## config.mk

```make
export PLATFORM = sky130hd
export DESIGN_NAME = blake2s_io_host
export DESIGN_NICKNAME = d
export VERILOG_FILES = /design/src/rtl/blake2s_io_host.sv
export SDC_FILE = /design/constraint.sdc
export NUM_CORES = 1
export LEC_CHECK = 0
export CAP_MARGIN = 10
export CORE_UTILIZATION = 25
export CTS_CLUSTER_SIZE = 14
export DETAILED_ROUTE_END_ITERATION = 6
export DONT_BUFFER_PORTS = 1
export PLACE_DENSITY = 0.4
export SYNTH_ARGS = -nofsm -noshare
export SYNTH_HDL_FRONTEND = slang
export SYNTH_SLANG_ARGS = --single-unit
```

## constraint.sdc

```tcl
create_clock -name clk -period 3.6 [get_ports clk]
set_input_delay 0.72 -clock clk [delete_from_list [all_inputs] [get_ports clk]]
set_output_delay 0.72 -clock clk [all_outputs]
set_load 0.03 [all_outputs]
```

## src/rtl/blake2s_io_host.sv

```systemverilog
// blake2s_io_host
//   Host-side sequencer that drives a BLAKE2s core over an 8-bit command bus.
//   For one message it sends the CONF bytes (kk, nn, ll[7:0]..ll[63:56]) and
//   the START command. It then streams the message bytes and zero-pads them to
//   a whole number of 64-byte blocks. Finally it waits for the digest and
//   forwards it as a byte stream.
// Ports
//   clk, reset                  clock, synchronous active-high reset
//   start_i, kk_i, nn_i, ll_i   operation request and its parameters
//   msg_v_i, msg_i, msg_ready_o message byte input (valid/ready)
//   valid_o, cmd_o, data_o      byte bus toward the hash core
//   hash_finished_i, hash_i     digest bytes returned by the core
//   digest_v_o/_o/_last_o       forwarded digest stream (no backpressure)
//   busy_o, done_o, err_o       status: active, completion pulse, error pulse
module blake2s_io_host #(
  parameter int TIMEOUT_CYC = 1024,
  parameter int NN_MAX      = 32
) (
  input  logic        clk,
  input  logic        reset,
  input  logic        start_i,
  input  logic [7:0]  kk_i,
  input  logic [7:0]  nn_i,
  input  logic [63:0] ll_i,
  input  logic        msg_v_i,
  input  logic [7:0]  msg_i,
  output logic        msg_ready_o,
  output logic        valid_o,
  output logic [1:0]  cmd_o,
  output logic [7:0]  data_o,
  input  logic        hash_finished_i,
  input  logic [7:0]  hash_i,
  output logic        digest_v_o,
  output logic [7:0]  digest_o,
  output logic        digest_last_o,
  output logic        busy_o,
  output logic        done_o,
  output logic        err_o
);

  localparam int WCW = $clog2(TIMEOUT_CYC + 1);
  localparam logic [WCW-1:0] TIMEOUT_W = WCW'(TIMEOUT_CYC);
  localparam logic [WCW-1:0] WAIT_ONE  = WCW'(1);
  localparam logic [7:0]     NN_MAX_B  = 8'(NN_MAX);

  typedef enum logic [2:0] {
    S_IDLE, S_CONF, S_START, S_DATA, S_PAD, S_WAIT, S_READ
  } state_t;

  state_t          state_reg, state_next;
  logic [7:0]      kk_reg, nn_reg;
  logic [63:0]     ll_reg;
  logic [3:0]      conf_cnt_reg;
  logic [5:0]      idx_reg;
  logic [63:0]     byte_cnt_reg;
  logic [WCW-1:0]  wait_cnt_reg;
  logic [7:0]      rd_cnt_reg;
  logic            done_reg;

  logic [7:0] nn_eff;
  logic       accept, last_msg, digest_byte, last_digest;
  logic [7:0] conf_byte;
  logic [7:0] ll_byte [8];

  // Little-endian byte view of the latched message length.
  genvar gi;
  generate
    for (gi = 0; gi < 8; gi++) begin : g_ll_byte
      assign ll_byte[gi] = ll_reg[8*gi +: 8];
    end
  endgenerate

  // Number of digest bytes to forward: nn clamped to NN_MAX, and 0 means 1.
  always_comb begin
    nn_eff = nn_reg;
    if (nn_reg == 8'd0)
      nn_eff = 8'd1;
    else if (nn_reg > NN_MAX_B)
      nn_eff = NN_MAX_B;
  end

  always_comb begin
    conf_byte = ll_byte[3'(conf_cnt_reg - 4'd2)];
    if (conf_cnt_reg == 4'd0)
      conf_byte = kk_reg;
    else if (conf_cnt_reg == 4'd1)
      conf_byte = nn_reg;
  end

  assign accept      = (state_reg == S_DATA) && msg_v_i;
  assign last_msg    = accept && ((byte_cnt_reg + 64'd1) == ll_reg);
  // Byte 0 of the digest is taken in the same WAIT cycle in which
  // hash_finished_i first rises, so WAIT and READ both forward bytes.
  assign digest_byte = ((state_reg == S_WAIT) || (state_reg == S_READ)) && hash_finished_i;
  assign last_digest = digest_byte && ((rd_cnt_reg + 8'd1) == nn_eff);

  // State register
  always_ff @(posedge clk) begin
    if (reset)
      state_reg <= S_IDLE;
    else
      state_reg <= state_next;
  end

  // Next-state logic
  always_comb begin
    state_next = state_reg;
    case (state_reg)
      S_IDLE:  if (start_i) state_next = S_CONF;
      S_CONF:  if (conf_cnt_reg == 4'd9) state_next = S_START;
      // An empty message goes straight to padding: one all-zero block.
      S_START: state_next = (ll_reg == 64'd0) ? S_PAD : S_DATA;
      // If the last byte fills the block (index about to wrap), no padding is needed.
      S_DATA:  if (last_msg) state_next = (idx_reg == 6'd63) ? S_WAIT : S_PAD;
      S_PAD:   if (idx_reg == 6'd63) state_next = S_WAIT;
      S_WAIT: begin
        if (hash_finished_i)
          state_next = last_digest ? S_IDLE : S_READ;
        else if (wait_cnt_reg == TIMEOUT_W)
          state_next = S_IDLE;
      end
      S_READ:  if (!hash_finished_i || last_digest) state_next = S_IDLE;
      default: state_next = S_IDLE;
    endcase
  end

  // Datapath registers
  always_ff @(posedge clk) begin
    if (reset) begin
      kk_reg       <= 8'd0;
      nn_reg       <= 8'd0;
      ll_reg       <= 64'd0;
      conf_cnt_reg <= 4'd0;
      idx_reg      <= 6'd0;
      byte_cnt_reg <= 64'd0;
      wait_cnt_reg <= '0;
      rd_cnt_reg   <= 8'd0;
      done_reg     <= 1'b0;
    end else begin
      wait_cnt_reg <= (state_reg == S_WAIT) ? wait_cnt_reg + WAIT_ONE : '0;
      done_reg     <= last_digest;
      case (state_reg)
        S_IDLE: begin
          if (start_i) begin
            kk_reg <= kk_i;
            nn_reg <= nn_i;
            ll_reg <= ll_i;
          end
          conf_cnt_reg <= 4'd0;
          idx_reg      <= 6'd0;
          byte_cnt_reg <= 64'd0;
          rd_cnt_reg   <= 8'd0;
        end
        S_CONF: conf_cnt_reg <= conf_cnt_reg + 4'd1;
        S_DATA: begin
          if (accept) begin
            byte_cnt_reg <= byte_cnt_reg + 64'd1;
            idx_reg      <= idx_reg + 6'd1;
          end
        end
        S_PAD:  idx_reg <= idx_reg + 6'd1;
        S_WAIT, S_READ: if (digest_byte) rd_cnt_reg <= rd_cnt_reg + 8'd1;
        default: ;
      endcase
    end
  end

  // Output logic; held at zero while reset is asserted.
  always_comb begin
    msg_ready_o   = 1'b0;
    valid_o       = 1'b0;
    cmd_o         = 2'd0;
    data_o        = 8'd0;
    digest_v_o    = 1'b0;
    digest_o      = 8'd0;
    digest_last_o = 1'b0;
    busy_o        = (state_reg != S_IDLE);
    done_o        = done_reg;
    err_o         = 1'b0;
    case (state_reg)
      S_CONF: begin
        valid_o = 1'b1;
        data_o  = conf_byte;
      end
      S_START: begin
        valid_o = 1'b1;
        cmd_o   = 2'd1;
      end
      S_DATA: begin
        msg_ready_o = 1'b1;
        if (msg_v_i) begin
          valid_o = 1'b1;
          cmd_o   = 2'd2;
          data_o  = msg_i;
        end
      end
      S_PAD: begin
        valid_o = 1'b1;
        cmd_o   = 2'd2;
      end
      S_WAIT, S_READ: begin
        if (hash_finished_i) begin
          digest_v_o    = 1'b1;
          digest_o      = hash_i;
          digest_last_o = last_digest;
        end else if (state_reg == S_READ || wait_cnt_reg == TIMEOUT_W) begin
          err_o = 1'b1;
        end
      end
      default: ;
    endcase
    if (reset) begin
      msg_ready_o   = 1'b0;
      valid_o       = 1'b0;
      cmd_o         = 2'd0;
      data_o        = 8'd0;
      digest_v_o    = 1'b0;
      digest_o      = 8'd0;
      digest_last_o = 1'b0;
      busy_o        = 1'b0;
      done_o        = 1'b0;
      err_o         = 1'b0;
    end
  end

endmodule

```

# Word-level counts from Yosys, hierarchy flattened

Index checks and enable logic that the tools add are counted.
Widths: inputs -> output; s select.

Bitwise gates (word level): 2
Reductions and logical operators: 25
Equality and inequality tests: 20
Add/sub/neg operators: 6
Magnitude comparators: 2
Multiplexer cells: 51

Operators with widths:

| cell                  | number |
|---|---|
| $pmux 64 s2           | 1 |
| $mux 8                | 12 |
| $add 64x1->64 const B | 1 |
| $eq 64x64->1          | 1 |
| $logic_not 64->1      | 1 |
| $mux 64               | 1 |
| $pmux 8 s2            | 2 |
| $mux 3                | 9 |
| $bmux 8 s3            | 1 |
| $pmux 3 s7            | 1 |
| $pmux 6 s3            | 1 |
| $mux 1                | 17 |
| $ne 2x2->1 const B    | 6 |
| $add 11x1->11 const B | 1 |
| $eq 11x11->1 const B  | 1 |
| $eq 3x3->1 const B    | 3 |
| $add 8x1->8 const B   | 1 |
| $eq 8x8->1            | 1 |
| $gt 8x6->1 const B    | 1 |
| $logic_not 8->1       | 1 |
| $pmux 4 s2            | 1 |
| $reduce_and 2->1      | 4 |
| $add 6x1->6 const B   | 1 |
| $eq 3x2->1 const B    | 2 |
| 25 further kinds      | 35 |

Logic and storage cells: 116
Flip-flop bits (word level): 177

# Longest topological paths before layout

Gate-level depths: netlist of run 1.

Depth in word-level cells: 9
Mapped depth: 12
Gate-level depth less buffers: 10

# Worst setup path after synthesis of run 1

OpenSTA, ideal clock, no wires.

Path kind: reg2out
Start: reg conf_cnt_reg[1]
End: out data_o[0]
Path buffers: 3
Cell stages (with the launch flop): 11
Slack: 329 ps
Required time: 2880 ps
Data arrival time: 2551 ps
Cell sequence: dfxtp_1 clkbuf_1 buf_1 inv_1 ha_1 nor3b_1 clkbuf_1 a21oi_1 o21ai_0 a22oi_1 nor2_1

Longest elaborated chain between the ends: 9

RTL lines:

| item                                      | line | RTL |
|---|---|---|
| from (decl)                               | 53   | `logic [3:0] conf_cnt_reg;` |
| from (signal assigned)                    | 154  | `S_CONF: conf_cnt_reg <= conf_cnt_reg + 4'd1;` |
| $sub 3x2->3                               | 83   | `conf_byte = ll_byte[3'(conf_cnt_reg - 4'd2)];` |
| $not 3->4 (implied by the code)           | 83   |  |
| $bmux 8 s3                                | 83   |  |
| $mux 8 (implied by the code) (2 in a row) | 83   |  |
| $mux 8                                    | 86   | `else if (conf_cnt_reg == 4'd1)` |
| $mux 8 *                                  | 84   | `if (conf_cnt_reg == 4'd0)` |
| $pmux 8 s2 *                              | 180  | `case (state_reg)` |
| $mux 8 *                                  | 212  | `if (reset) begin` |
| to (decl)                                 | 30   | `output logic [7:0] data_o,` |

Every way passes the cells marked *; elsewhere a longest branch is shown, timed or not. The select of a mux whose other input is x is not followed.

# Worst setup path after layout of run 1

Start: reg rd_cnt_reg[0]
End: out digest_last_o

Longest elaborated chain between the ends: 6

RTL lines:

| item                   | line | RTL |
|---|---|---|
| from (decl)            | 57   | `logic [7:0] rd_cnt_reg;` |
| from (signal assigned) | 162  | `S_WAIT, S_READ: if (digest_byte) rd_cnt_reg <= rd_cnt_reg + 8'd1;` |
| $add 8x1->8            | 95   | `assign last_digest = digest_byte && ((rd_cnt_reg + 8'd1) == nn_eff);` |
| $eq 8x8->1             | 95   |  |
| $logic_and 1x1->1      | 95   |  |
| $mux 1                 | 202  | `if (hash_finished_i) begin` |
| $mux 1                 | 180  |  |
| $mux 1                 | 212  |  |
| to (decl)              | 35   | `output logic digest_last_o,` |

No other way between the ends.

==> metrics.txt, run 1 <==
dominant synthesized flop cell=dfxtp_1; synth warn=0; crit path cell chain=ha_2, nand3_1, xnor2_1, or4bb_1, o311ai_1, nand4bb_1, nor2_1, buf_4; Post-Route Utilization=29.0%; async set or reset register ratio after synthesis=0%; Post-synth top cells=245 x nand2_1, 177 x a21oi_1, 177 x dfxtp_1; syn avg cell area=about 7.3 µm²; synthesized instance count=roughly 1.6k; CTS root buf=clkbuf_16; final count of hold timing violations=0; drt pass-1 iters=5; unrepaired setup endpoints after global routing=no; gr usage total=between 20 and 25%; CORE AREA=45400 µm²; Worst setup EP type=output pin; CTS H-Tree Depth=4; max-capacitance violation count=0; period utilization=94.9%; CP top delay family=simple AND/OR/NAND/NOR gates; sequential share of the synthesized area=30.8%; Hold-fix buffers, CTS=0; vias in the first global route=approximately 11k; Synthesized Nets=about 1.7k; Req. time, crit path=around 2.9 ns; synthesized area=approximately 11000 µm²; CP max stage delay=0.55 ns; pre-CTS WS=-0.0410 ns; DP HPWL=36600 µm; Avg WL per Cell=22.3 µm; PortBufs=0; largest cells by area after synthesis=dfxtp_1 31%, nand2_1 8.0%, a21oi_1 7.7%; final wirelength=a little under 50000 µm; startpoint types=flop; crit path max fanout=8; DRT iter0 DRCs=between 1k and 1.5k; Least-Margin Pin Slew=a little under 0.9 ns; peak supply drop=0.285 mV; cell taking the most area after synthesis=dfxtp_1; layout cell share with drive strength beyond 1=approximately 11%; power per cell area=503 nW/µm²; final setup vio count=0; Min-Delay Path Class=input port to flop; I/O pins=between 100 and 150; slew margin rel.=~41%; Clock Power Share=31.7%; status=completed; Post-route DRC=0; largest net degree at the start of global routing=173; routability cong.=~0.96; Post-synth EDFFs=0; first-pass GRT wire length=approximately 72000 µm; fillers=approximately 5k; Nets=around 1.7k; Slowest-stage cell, CP=or4bb_1; CTS Sinks=177; Max clock buf depth=2; Starting Density=between 20 and 30%; initial antenna violation count=0; CP Buf/Inv Count=1; Final Max Slew Viols=0; Comb pwr share=about a third; power share of the sequential group=between 30% and 40%; CTS tree=yes; register bit total from synthesis=about 180; Arrival @ worst endpoint=about 2.7 ns; CTS Buf Count=17; Yosys cell types=between 60 and 70; post-route ant nets=0; Die Ht=216 µm; Crit Path Category=flop to output pin; area growth from synthesis to layout=14.6%; Max Clock Freq=293 MHz; Synth top area share=about 31%; Clk pin slew, worst setup/hold paths=approximately 0.070 ns; clock skew=between 0.015 and 0.02 ns; cell row count=between 70 and 80; vias=around 12k; count leader, synth=nand2_1; clock latency on the worst-skew pair=between 0.4 and 0.5 ns; Vias/cell=around 5.4; P_int=~4100 µW; Final Critical Period=roughly 3.4 ns; setup ws final=between 0.15 and 0.2 ns; switching share of total power=a little under two fifths; Lkg Pwr=around 0.0044 µW; switching pwr=2530 µW; Die X=about 220 µm; Die Area=between 40000 and 50000 µm²; gr ovfl total=0; number of diodes=0
## stage by stage
step	total power (µW)	hold slack (ns)	instances	TNS (ns)	area, µm²
5_1_grt	6990	0.311	2164	0	13200
3_3_place_gp	4530	0.439	2131	0	12500
2_1_floorplan	3730	0.430	1563	0	11500
4_1_cts	6660	0.304	2164	0	13100
6_report	6620	0.333	2164	0	13200
3_5_place_dp	4540	0.444	2131	-0.0997	12500
## worst register-to-register path: stages, from the launching register on
cell	delay, ns
dfxtp_1	0.48
nand4_4	0.23
or4_4	0.65
nor3_2	0.40
buf_4	0.20
xor2_1	0.06
nor4_1	0.54
nand4_1	0.35
nor3_1	0.28
a21oi_1	0.09
## kinds of logic (layout without fill, tap and decap cells)
family,Yosys count,after routing,share of synthesized area (%)
and+or+nand+nor,747,747,33.0
AOI/OAI and AO/OA,346,346,17.3
buffers and inverters,146,147,4.99
xor gates and xnor gates,111,111,8.58
adders and majority gates,9,9,0.980
DFF,177,177,30.8
muxes,27,27,4.22
## final timing paths
path,slack [ns],endpoint,from,depth (start not counted)
max reg2reg,0.21,state_reg[0],byte_cnt_reg[12],9
min reg2reg,0.45,kk_reg[4],kk_reg[4],2
max,0.18,digest_last_o,rd_cnt_reg[0],8
min,0.33,rd_cnt_reg[5],reset,1
## area by class of cell
class,instances,area (µm²),area share (%)
tap,600,751,5.70
inverter,22,82.6,0.627
sequential,177,3550,26.9
clock buffer,21,460,3.50
clock inverter,11,176,1.34
multi-input combinational,1240,7410,56.3
timing repair buffer,93,739,5.62
## metal layers
layer	routed length (µm)	share of wire (%)	track usage (%)
met2	21400	44	31.1
met1	23400	48	29.9
met3	2640	5.5	3.35
met5	0	0	0
met4	878	1.8	5.26
## repair_timing
item | CTS | global route
gates resized for setup | 1 | 10
pin swaps | 1 | 0
buffers inserted | 1 | 0
setup endpoints to repair | 4 | 7
gates cloned | 0 | 0
## cells in the final DEF, fill, tap and decap left out, types with 22 or more instances in the layout
master and count:
a21oi_1 177, and3_1 24, buf_4 88, dfxtp_1 175
inv_1 22, nand2_1 243, nand3_1 48, nand4_1 61
nor2_1 137, nor3_1 45, nor4_1 61, o21ai_0 75
xnor2_1 71, xor2_1 39
## power groups by stage
stage | Combinational [µW] | Sequential, µW | Clock (µW)
final | 2090 | 2430 | 2100
after floorplan | 1440 | 2290 | 0
after CTS | 2080 | 2420 | 2160
after global placement | 2060 | 2470 | 0
after detailed placement | 2070 | 2470 | 0
after global routing | 2300 | 2440 | 2240
Power figures use the tool's default switching activity.
==> run 2, diff against run 1 <==
Settings changed: REMOVE_ABC_BUFFERS from default to 1.
==> run 2 against run 1 <==
Effect of this change: count of clock-buffer cells in the layout fell by 1; setup slack lost 0.035 ns; clock skew grew 0.0013 ns; maximum frequency shrank 1.0%; register-to-register slack better by 0.02 ns; highest routed layer unchanged.
==> metrics.txt, run 2 (synthesis gave the netlist of run 1 again) <==
WHS Path Cells=2 (+1); setup ws final=0.149 ns (-0.0345 ns); unrepaired setup endpoints after global routing=no; met1 Use GR=29.2% (-0.66 points); Lkg Pwr=0.00448 µW (+1.9%); status=completed; vias=11.7k (-0.21%); crit path cell chain=buf_4, mux4_2, mux2i_1, nor2_1, a21oi_1, o21ai_0, a22oi_1, nor2_1, buf_4; crit path max fanout=8 (unchanged); Nets=1675 (+0.84%); Worst setup EP type=output pin; worst reg2reg path depth=9 (unchanged); commonest cells after routing, fill and taps aside=243 x nand2_1, 177 x a21oi_1, 175 x dfxtp_1; Worst R2R Setup Slack=0.23 ns (+0.02 ns); CTS Sinks=177 (unchanged); Final Non-Filler Cells=2178 (+0.65%); CTS H-Tree Depth=4 (unchanged); Max Clock Freq=290 MHz (-1.0%); initial antenna violation count=0 (unchanged); vias in the first global route=11.1k (+2.8%); Placed Cells incl. Taps=2145 (+0.66%); Arrival @ worst endpoint=2.73 ns (+0.03 ns); cell row count=78 (unchanged); peak supply drop=0.393 mV (+38%); CP max stage delay=0.61 ns (+0.06 ns); period utilization=95.8% (+0.96 points); Req. time, crit path=2.88 ns (about the same); Slowest-stage cell, CP=mux4_2; Least-Margin Pin Slew=0.935 ns (+0.0573 ns); Min-Delay Path Class=input port to flop; Critical R2R Capture=state_reg[0]; pre-CTS WS=0.126 ns (+0.167 ns); DRT iter0 DRCs=1247 (+2.2%); Max clock buf depth=2 (unchanged); clock latency on the worst-skew pair=0.48 ns (about the same); startpoint types=flop; dpl cell area=12600 µm² (+0.94%); CP Capture Point=data_o[7]; power per cell area=499 nW/µm² (-0.73%); Post-route DRC=0 (unchanged); drt pass-1 iters=6 (+1); Crit Path Category=flop to output pin; gr ovfl total=0 (unchanged); CTS root buf=clkbuf_16; Die Area=46800 µm² (unchanged); origin of the worst setup path=conf_cnt_reg[0]; largest net degree at the start of global routing=173 (unchanged); Clk pin slew, worst setup/hold paths=0.07 ns (about the same); gr usage total=20.3% (-0.19 points); CTS Buf Count=17 (unchanged); Die X=216 µm (unchanged); Starting Density=25.3% (unchanged); I/O pins=126 (unchanged); slew margin rel.=37.6% (-3.3 points); most common cell after layout, fill and taps aside=nand2_1; Final Critical Period=3.45 ns (+0.0345 ns); number of diodes=0 (unchanged); Avg WL per Cell=22.0 µm (-1.8%); max-capacitance violation count=0 (unchanged); CTS tree=yes; routability cong.=0.903 (-5.7%); PortBufs=0 (unchanged); layout cell share with drive strength beyond 1=11.7% (+0.60 points); final count of hold timing violations=0 (unchanged); first-pass GRT wire length=71300 µm (-0.66%); final wirelength=47800 µm (-1.1%); TNS Setup=0 ns (unchanged); Post-Route Utilization=29.2% (+0.22 points); worst r2r src=byte_cnt_reg[8]; DP HPWL=36000 µm (-1.4%); clock skew=0.0173 ns (+0.00133 ns); met3 global-route usage=3.94% (+0.59 points); grt peak-use layer=met2; post-route design area=13300 µm² (+0.76%); final setup vio count=0 (unchanged); area growth from synthesis to layout=15.5%; post-route ant nets=0 (unchanged); CORE AREA=45400 µm² (unchanged); met2 usage=30.2% (-0.94 points); fillers=4973 (+0.48%); Final Max Slew Viols=0 (unchanged); Die Ht=216 µm (unchanged); Vias/cell=5.39 (-0.85%); HP Start=ll_i[44]
run 2: changes by cell type in the layout (fill, tap and decap cells not counted), sizes merged:
cell and change:
inv +1, buf +15, clkbuf -2
run 2: worst max-delay path: cells and delay by family, from the launching register on:
kind / cells / cell delay (ns)
compound gates: 3 / 0.48
flops: 1 / 0.35
mux: 2 / 0.85
buf+inv: 2 / 0.42
simple gates: 2 / 0.14
run 2: report_power, final:
group          internal (µW)  switching (µW)  total (µW)  leakage (µW)
sequential              2120             315        2430       0.00144
clock                   1220             903        2120      0.000318
combinational            760            1300        2060       0.00272
run 2: metal layers:
layer / vias to the layer above / share of wire [%]
met4: 0 / 2.6
li1: 5645 / -
met2: 374 / 43
met1: 5657 / 49
met3: 70 / 5.6
met5: - / 0
run 2: layout make-up:
type                       count  area (µm²)  area share [%]
tap                          600         751            5.66
clock buffer                  20         467            3.52
inverter                      22        82.6           0.622
timing repair buffer         107         853            6.43
clock inverter                12         176            1.33
multi-input combinational   1240        7390            55.7
sequential                   177        3550            26.7
run 2: worst min path at each step:
stage	endpoint
2_1_floorplan	wait_cnt_reg[0]
3_3_place_gp	kk_reg[0]
3_5_place_dp	kk_reg[3]
4_1_cts	ll_reg[44]
5_1_grt	byte_cnt_reg[29]
6_report	ll_reg[44]
run 2: timing repair:
item / 4_1_cts / 5_1_grt
pin swaps: 1 / 0
setup buffers: 1 / 0
endpoints found under the setup margin: 1 / 4
hold buffers: 0 / 0
resized for setup: 0 / 5
cloned: 0 / 0
run 2: through the flow:
step | total power, µW | hold WS (ns)
after floorplan | 3630 | 0.430
after global placement | 4530 | 0.444
after detailed placement | 4540 | 0.447
after CTS | 6680 | 0.350
after global routing | 6990 | 0.349
final | 6620 | 0.375
